**config.mk**
```make
export PLATFORM = sky130hd
export DESIGN_NAME = muldiv_unit
export DESIGN_NICKNAME = d
export VERILOG_FILES = /design/src/rtl/muldiv_pkg.sv /design/src/rtl/muldiv_divider.sv /design/src/rtl/muldiv_unit.sv
export SDC_FILE = /design/constraint.sdc
export NUM_CORES = 2
export LEC_CHECK = 0
export CAP_MARGIN = 20
export CORE_AREA = 2 2 346 348
export CTS_CLUSTER_DIAMETER = 100
export CTS_CLUSTER_SIZE = 10
export DETAILED_ROUTE_END_ITERATION = 10
export DIE_AREA = 0 0 348 350
export DONT_BUFFER_PORTS = 1
export GPL_ROUTABILITY_DRIVEN = 0
export PLACE_DENSITY = 0.69
export SYNTH_ARGS = -nofsm -noshare
export SYNTH_HDL_FRONTEND = slang
export SYNTH_SLANG_ARGS = --single-unit
```
**constraint.sdc**
```tcl
create_clock -name clk -period 29.3 [get_ports clk]
set_input_delay 5.86 -clock clk [delete_from_list [all_inputs] [get_ports clk]]
set_output_delay 5.86 -clock clk [all_outputs]
set_load 0.02 [all_outputs]
```
**src/rtl/muldiv_pkg.sv**
```systemverilog
// muldiv_pkg: shared definitions for the multiply/divide unit.
//   - op encodings MD_MULT .. MD_MSUBU (10-15 reserved)
//   - FSM state encoding
//   - per-op classification masks, indexed by the 4-bit op code
package muldiv_pkg;

  localparam logic [3:0] MD_MULT  = 4'd0;
  localparam logic [3:0] MD_MULTU = 4'd1;
  localparam logic [3:0] MD_DIV   = 4'd2;
  localparam logic [3:0] MD_DIVU  = 4'd3;
  localparam logic [3:0] MD_MTHI  = 4'd4;
  localparam logic [3:0] MD_MTLO  = 4'd5;
  localparam logic [3:0] MD_MADD  = 4'd6;
  localparam logic [3:0] MD_MADDU = 4'd7;
  localparam logic [3:0] MD_MSUB  = 4'd8;
  localparam logic [3:0] MD_MSUBU = 4'd9;

  // Classification masks: bit n is set when op n belongs to the class.
  localparam logic [15:0] MD_MUL_MASK    = 16'b0000_0000_0000_0011; // MULT, MULTU
  localparam logic [15:0] MD_MACC_MASK   = 16'b0000_0011_1100_0000; // MADD..MSUBU
  localparam logic [15:0] MD_DIV_MASK    = 16'b0000_0000_0000_1100; // DIV, DIVU
  localparam logic [15:0] MD_SIGNED_MASK = 16'b0000_0001_0100_0101; // MULT, DIV, MADD, MSUB
  localparam logic [15:0] MD_SUB_MASK    = 16'b0000_0011_0000_0000; // MSUB, MSUBU

  typedef enum logic [1:0] {
    ST_IDLE = 2'd0,
    ST_MUL  = 2'd1,
    ST_DIV  = 2'd2
  } md_state_e;

endpackage

```
**src/rtl/muldiv_divider.sv**
```systemverilog
// muldiv_divider: iterative restoring unsigned divider, one quotient bit
// per cycle, WIDTH iterations. The first iteration is performed on the
// load edge itself, so valid is high in the WIDTH-th cycle after load and
// the consumer can commit the result on the following edge.
// Ports:
//   clk, reset          clock, synchronous active-high reset
//   load                capture dividend/divisor and start
//   abort               stop the running division (result discarded)
//   dividend, divisor   unsigned magnitudes
//   quotient, remainder results, meaningful while valid=1
//   valid               last iteration done, results stable
module muldiv_divider #(
  parameter int WIDTH = 32
) (
  input  logic             clk,
  input  logic             reset,
  input  logic             load,
  input  logic             abort,
  input  logic [WIDTH-1:0] dividend,
  input  logic [WIDTH-1:0] divisor,
  output logic [WIDTH-1:0] quotient,
  output logic [WIDTH-1:0] remainder,
  output logic             valid
);

  localparam int CNTW = $clog2(WIDTH);

  logic [WIDTH-1:0] rem_reg, quo_reg, dsr_reg;
  logic [WIDTH-1:0] rem_src, quo_src, dsr_src;
  logic [CNTW-1:0]  cnt_reg;
  logic             run_reg;
  logic [WIDTH:0]   shifted;
  logic             ge;

  // On the load edge the step works directly on the incoming operands.
  always_comb begin
    rem_src = load ? '0       : rem_reg;
    quo_src = load ? dividend : quo_reg;
    dsr_src = load ? divisor  : dsr_reg;
    shifted = {rem_src, quo_src[WIDTH-1]};
    ge      = shifted >= {1'b0, dsr_src};
  end

  always_ff @(posedge clk) begin
    if (reset) begin
      rem_reg <= '0;
      quo_reg <= '0;
      dsr_reg <= '0;
      cnt_reg <= '0;
      run_reg <= 1'b0;
    end else if (abort) begin
      cnt_reg <= '0;
      run_reg <= 1'b0;
    end else if (load || (run_reg && cnt_reg != '0)) begin
      // Partial remainder is always below the divisor, so it fits WIDTH bits.
      rem_reg <= WIDTH'(ge ? shifted - {1'b0, dsr_src} : shifted);
      quo_reg <= {quo_src[WIDTH-2:0], ge};
      dsr_reg <= dsr_src;
      cnt_reg <= load ? CNTW'(WIDTH - 1) : cnt_reg - CNTW'(1);
      run_reg <= 1'b1;
    end else if (run_reg) begin
      run_reg <= 1'b0;
    end
  end

  assign valid     = run_reg && (cnt_reg == '0);
  assign quotient  = quo_reg;
  assign remainder = rem_reg;

endmodule

```
**src/rtl/muldiv_unit.sv**
```systemverilog
// muldiv_unit: multi-cycle multiply/divide unit with architectural HI/LO.
// Multiplies latch the full 2*WIDTH product at start and commit after
// MUL_CYCLES; divides run the restoring divider on operand magnitudes and
// fix up signs and special cases at commit. A flush kills a starting or
// in-flight op without touching HI/LO.
// Optional feature macro: MULDIV_MACC_EN enables MADD/MADDU/MSUB/MSUBU
// (ops 6-9); without it those ops are ignored and no accumulate adder exists.
// Ports:
//   clk, reset       clock, synchronous active-high reset
//   start, op, a, b  request, op code, rs / rt operands
//   flush            cancel the starting or in-flight op
//   busy             operation in progress
//   done             one-cycle pulse when new HI/LO become visible
//   hi, lo           architectural HI/LO registers
module muldiv_unit
  import muldiv_pkg::*;
#(
  parameter int WIDTH      = 32,
  parameter int MUL_CYCLES = 5
) (
  input  logic             clk,
  input  logic             reset,
  input  logic             start,
  input  logic [3:0]       op,
  input  logic [WIDTH-1:0] a,
  input  logic [WIDTH-1:0] b,
  input  logic             flush,
  output logic             busy,
  output logic             done,
  output logic [WIDTH-1:0] hi,
  output logic [WIDTH-1:0] lo
);

  localparam int CW = $clog2(MUL_CYCLES + 1);
  localparam logic [WIDTH-1:0] MIN_VAL = {1'b1, {(WIDTH-1){1'b0}}};

  md_state_e          state_reg;
  logic [CW-1:0]      cnt_reg;
  logic [2*WIDTH-1:0] prod_reg;
  logic [WIDTH-1:0]   hi_reg, lo_reg, a_reg, b_reg;
  logic               busy_reg, done_reg, div_signed_reg;

  logic               take, is_mul, is_macc, is_div, op_signed;
  logic [2*WIDTH-1:0] ext_a, ext_b, product, mul_result;
  logic [WIDTH-1:0]   a_mag, b_mag, div_quo, div_rem, q_fix, r_fix;
  logic               div_valid;

  assign take      = start && !flush && (state_reg == ST_IDLE);
  assign is_mul    = MD_MUL_MASK[op];
  assign is_div    = MD_DIV_MASK[op];
  assign op_signed = MD_SIGNED_MASK[op];

  // Product is formed at start; sign extension to 2*WIDTH makes the
  // modulo-2^(2*WIDTH) product correct for both signed and unsigned ops.
  assign ext_a   = op_signed ? {{WIDTH{a[WIDTH-1]}}, a} : {{WIDTH{1'b0}}, a};
  assign ext_b   = op_signed ? {{WIDTH{b[WIDTH-1]}}, b} : {{WIDTH{1'b0}}, b};
  assign product = ext_a * ext_b;

  assign a_mag = (op_signed && a[WIDTH-1]) ? -a : a;
  assign b_mag = (op_signed && b[WIDTH-1]) ? -b : b;

  muldiv_divider #(.WIDTH(WIDTH)) u_divider (
    .clk       (clk),
    .reset     (reset),
    .load      (take && is_div),
    .abort     (flush),
    .dividend  (a_mag),
    .divisor   (b_mag),
    .quotient  (div_quo),
    .remainder (div_rem),
    .valid     (div_valid)
  );

  assign q_fix = (div_signed_reg && (a_reg[WIDTH-1] ^ b_reg[WIDTH-1])) ? -div_quo : div_quo;
  assign r_fix = (div_signed_reg && a_reg[WIDTH-1]) ? -div_rem : div_rem;

`ifdef MULDIV_MACC_EN
  logic               acc_reg, sub_reg;
  logic [2*WIDTH-1:0] hilo;

  assign is_macc = MD_MACC_MASK[op];
  assign hilo    = {hi_reg, lo_reg};

  // Accumulation uses HI/LO as they stand at completion.
  always_comb begin
    mul_result = prod_reg;
    if (acc_reg) begin
      mul_result = sub_reg ? hilo - prod_reg : hilo + prod_reg;
    end
  end
`else
  assign is_macc    = 1'b0;
  assign mul_result = prod_reg;
`endif

  always_ff @(posedge clk) begin
    if (reset) begin
      state_reg      <= ST_IDLE;
      cnt_reg        <= '0;
      prod_reg       <= '0;
      hi_reg         <= '0;
      lo_reg         <= '0;
      a_reg          <= '0;
      b_reg          <= '0;
      busy_reg       <= 1'b0;
      done_reg       <= 1'b0;
      div_signed_reg <= 1'b0;
`ifdef MULDIV_MACC_EN
      acc_reg        <= 1'b0;
      sub_reg        <= 1'b0;
`endif
    end else begin
      done_reg <= 1'b0;
      case (state_reg)
        ST_IDLE: begin
          if (take) begin
            if (is_mul || is_macc) begin
              state_reg <= ST_MUL;
              busy_reg  <= 1'b1;
              cnt_reg   <= CW'(MUL_CYCLES);
              prod_reg  <= product;
`ifdef MULDIV_MACC_EN
              acc_reg   <= is_macc;
              sub_reg   <= MD_SUB_MASK[op];
`endif
            end else if (is_div) begin
              state_reg      <= ST_DIV;
              busy_reg       <= 1'b1;
              a_reg          <= a;
              b_reg          <= b;
              div_signed_reg <= op_signed;
            end else if (op == MD_MTHI) begin
              hi_reg <= a;
            end else if (op == MD_MTLO) begin
              lo_reg <= a;
            end
          end
        end
        ST_MUL: begin
          cnt_reg <= cnt_reg - CW'(1);
          if (flush) begin
            state_reg <= ST_IDLE;
            busy_reg  <= 1'b0;
          end else if (cnt_reg == CW'(1)) begin
            {hi_reg, lo_reg} <= mul_result;
            done_reg         <= 1'b1;
            state_reg        <= ST_IDLE;
            busy_reg         <= 1'b0;
          end
        end
        ST_DIV: begin
          if (flush) begin
            state_reg <= ST_IDLE;
            busy_reg  <= 1'b0;
          end else if (div_valid) begin
            if (b_reg == '0) begin
              lo_reg <= '1;
              hi_reg <= a_reg;
            end else if (div_signed_reg && a_reg == MIN_VAL && b_reg == '1) begin
              lo_reg <= MIN_VAL;
              hi_reg <= '0;
            end else begin
              lo_reg <= q_fix;
              hi_reg <= r_fix;
            end
            done_reg  <= 1'b1;
            state_reg <= ST_IDLE;
            busy_reg  <= 1'b0;
          end
        end
        default: begin
          state_reg <= ST_IDLE;
          busy_reg  <= 1'b0;
        end
      endcase
    end
  end

  assign busy = busy_reg;
  assign done = done_reg;
  assign hi   = hi_reg;
  assign lo   = lo_reg;

endmodule

```
==> impl_metrics.json <==
{
  "report.final.slew_viol_count": 0,
  "worst_pin_slew_ns": 1.14,
  "cp.required_ns": 29.72,
  "max_clock_freq_ghz": 0.0631,
  "cp_max_fo": 32,
  "clk_latency_ns": 0.54,
  "via_per_inst": 5.87,
  "period_needed_ns": 15.86,
  "cts_resized": 0,
  "cts-htree-levels": 2,
  "dp_hpwl_mm": 149,
  "maxCapViolCount": 0,
  "ioPinCount": 138,
  "critical_path_class": "in -> reg",
  "port_buffers": 0,
  "largest_reg_flops": 64,
  "seq_area_frac_synth": 0.0938,
  "dr.pass1.iters": 6,
  "die_w_microns": 348,
  "drt_iter0_markers": 5051,
  "via_count": 50800,
  "path_clk_slew_ns": 0.06,
  "timing.setup.tns_ns": 0,
  "wl_per_cell_microns": 22.9,
  "start_util": 0.548,
  "clock-root-buffer": "clkbuf_16",
  "drt-total-wl_mm": 198,
  "cp.arrival_ns": 16.28,
  "async_flop_share": 0,
  "cts_tree": "done",
  "synth_top_area_cell": "fa_1",
  "finalSetupViolCount": 0,
  "slew_headroom": 0.242,
  "die_y_microns": 350,
  "fin_nets": 8960,
  "synth_area_leaders": "fa_1 44%, dfxtp_1 9.4%, inv_1 9.1%, nand2_1 7.1%, ha_1 6.9%",
  "die_area_sq_mm": 0.122,
  "synth_flop_cell": "dfxtp_1",
  "antenna_found_initial": 12,
  "hold_viol": 0,
  "drive_gt1_frac": 0.0160,
  "post-route-period-util": 0.541,
  "rsz0062_at_grt": "no",
  "synth_common_cells": "1562 x inv_1, 1416 x fa_1, 1220 x nand2_1, 385 x nor2_1, 380 x and2_1",
  "synth_edf_count": 0,
  "synth_most_common_cell": "inv_1",
  "startpoint_type": "input port",
  "grt_pass1_wl_mm": 311,
  "clock_path_buffers": 3,
  "floorplan.rows": 126,
  "cts_buffers": 36,
  "post_cts_buffers": 0,
  "grt_pass1_vias": 53500,
  "ant_nets": 0,
  "synth_top_area_share": 0.440,
  "synthCells": 7495,
  "crit_slowest_cell": "fa_1",
  "cts_hold_buf": 0,
  "area_delta_synth_final_pct": 2.36,
  "cts.sinks": 302,
  "drc_errors": 0,
  "grt_max_degree": 288,
  "synth-seq-cells": 302,
  "worst_path_largest_cell_delay_ns": 0.75,
  "fin_skew_ns": 0.0167,
  "cpMostUsedCell": "fa_1",
  "cp-end-kind": "flip-flop",
  "synth.distinct_cells": 79,
  "syn_avg_cell_area_sq_um": 8.60,
  "overflow": 0,
  "grtUsageTotal": 0.332,
  "hp-class": "reg -> reg",
  "yosysWarnings": 0,
  "core_sq_mm": 0.118,
  "status": "complete, no violations",
  "synth_fp_nets": 9339,
  "syn-cell-area_sq_mm": 0.0645
}
-- kinds of logic (layout without fill, tap and decap cells) --
kind of cell               Yosys count  count (layout)  synth area share
and+or+nand+nor                   2256            2256             0.156
buffers and inverters             2014            1635             0.117
adders and majority gates         1774            1774             0.509
AOI/OAI and AO/OA                  877             877            0.0864
DFF                                302             302            0.0938
xor gates and xnor gates           268             268            0.0364
muxes                                4               4          0.000621
other                                0               1                 0
-- per-stage QoR --
| stage | hold WS, ns | setup WS, ns | area, sq um | util | instances |
|---|---|---|---|---|---|
| 2_1_floorplan | 0.432 | 13.87 | 64500 | - | 7495 |
| 3_5_place_dp | 0.444 | 13.04 | 65100 | 0.553 | 8614 |
| 4_1_cts | 0.451 | 13.55 | 66000 | 0.560 | 8652 |
| 6_report | 0.451 | 13.44 | 66000 | 0.560 | 8653 |
| 5_1_grt | 0.468 | 13.01 | 66000 | 0.560 | 8652 |
| 3_3_place_gp | 0.440 | 13.32 | 65000 | 0.552 | 8610 |
-- critical path, delay by kind of cell --
family          cells  cell delay, ns
fa+ha+maj          11            5.86
buf+inv             6            1.04
xor+xnor            1            0.13
simple gates        5            1.27
compound gates      8            2.06
-- worst paths after layout --
kind	start	depth (start not counted)	to	slack, ns
max	op[2]	31	mul_result[63]	13.44
min	mul_result[18]	2	mul_result[18]	0.45
max reg2reg	state_reg[0]	20	u_divider.remainder[30]	23.38
min reg2reg	mul_result[18]	2	mul_result[18]	0.45
-- layout make-up --
| type | instances | area, sq um |
|---|---|---|
| antenna | 1 | 2.50 |
| fill | 10600 | 51800 |
| timing repair buffer | 35 | 299 |
| inverter | 1562 | 5860 |
| sequential | 302 | 6050 |
| multi-input combinational | 5179 | 50900 |
| tap | 1536 | 1920 |
| clock inverter | 1 | 8.76 |
| clock buffer | 37 | 926 |
-- routing by layer --
layer  track usage  vias up  share of wire
met4         0.134        6          0.047
met2         0.542     2632           0.46
met5             0        -        0.00018
li1              -    21800              -
met1         0.425    25800           0.38
met3        0.0843      531           0.12
-- placed cells by master, fill, tap and decap left out, types with 17 or more instances in the layout --
cell type	count
nand2_1	1219
nand4_1	31
and2_1	379
xnor2_1	168
nand3_1	27
clkbuf_16	37
fa_1	1416
nor4_1	37
inv_1	1562
a21oi_1	363
dfxtp_1	302
a22o_1	23
a21o_1	56
nor2_1	382
xor2_1	100
a311oi_1	74
a211oi_1	30
and3_1	32
o21ai_0	140
ha_1	354
a31oi_1	17
o31ai_1	28
buf_4	32
nor3_1	50
Power is not shown: default switching activity piles up to over one toggle a cycle in this logic, so the estimate is an artifact.
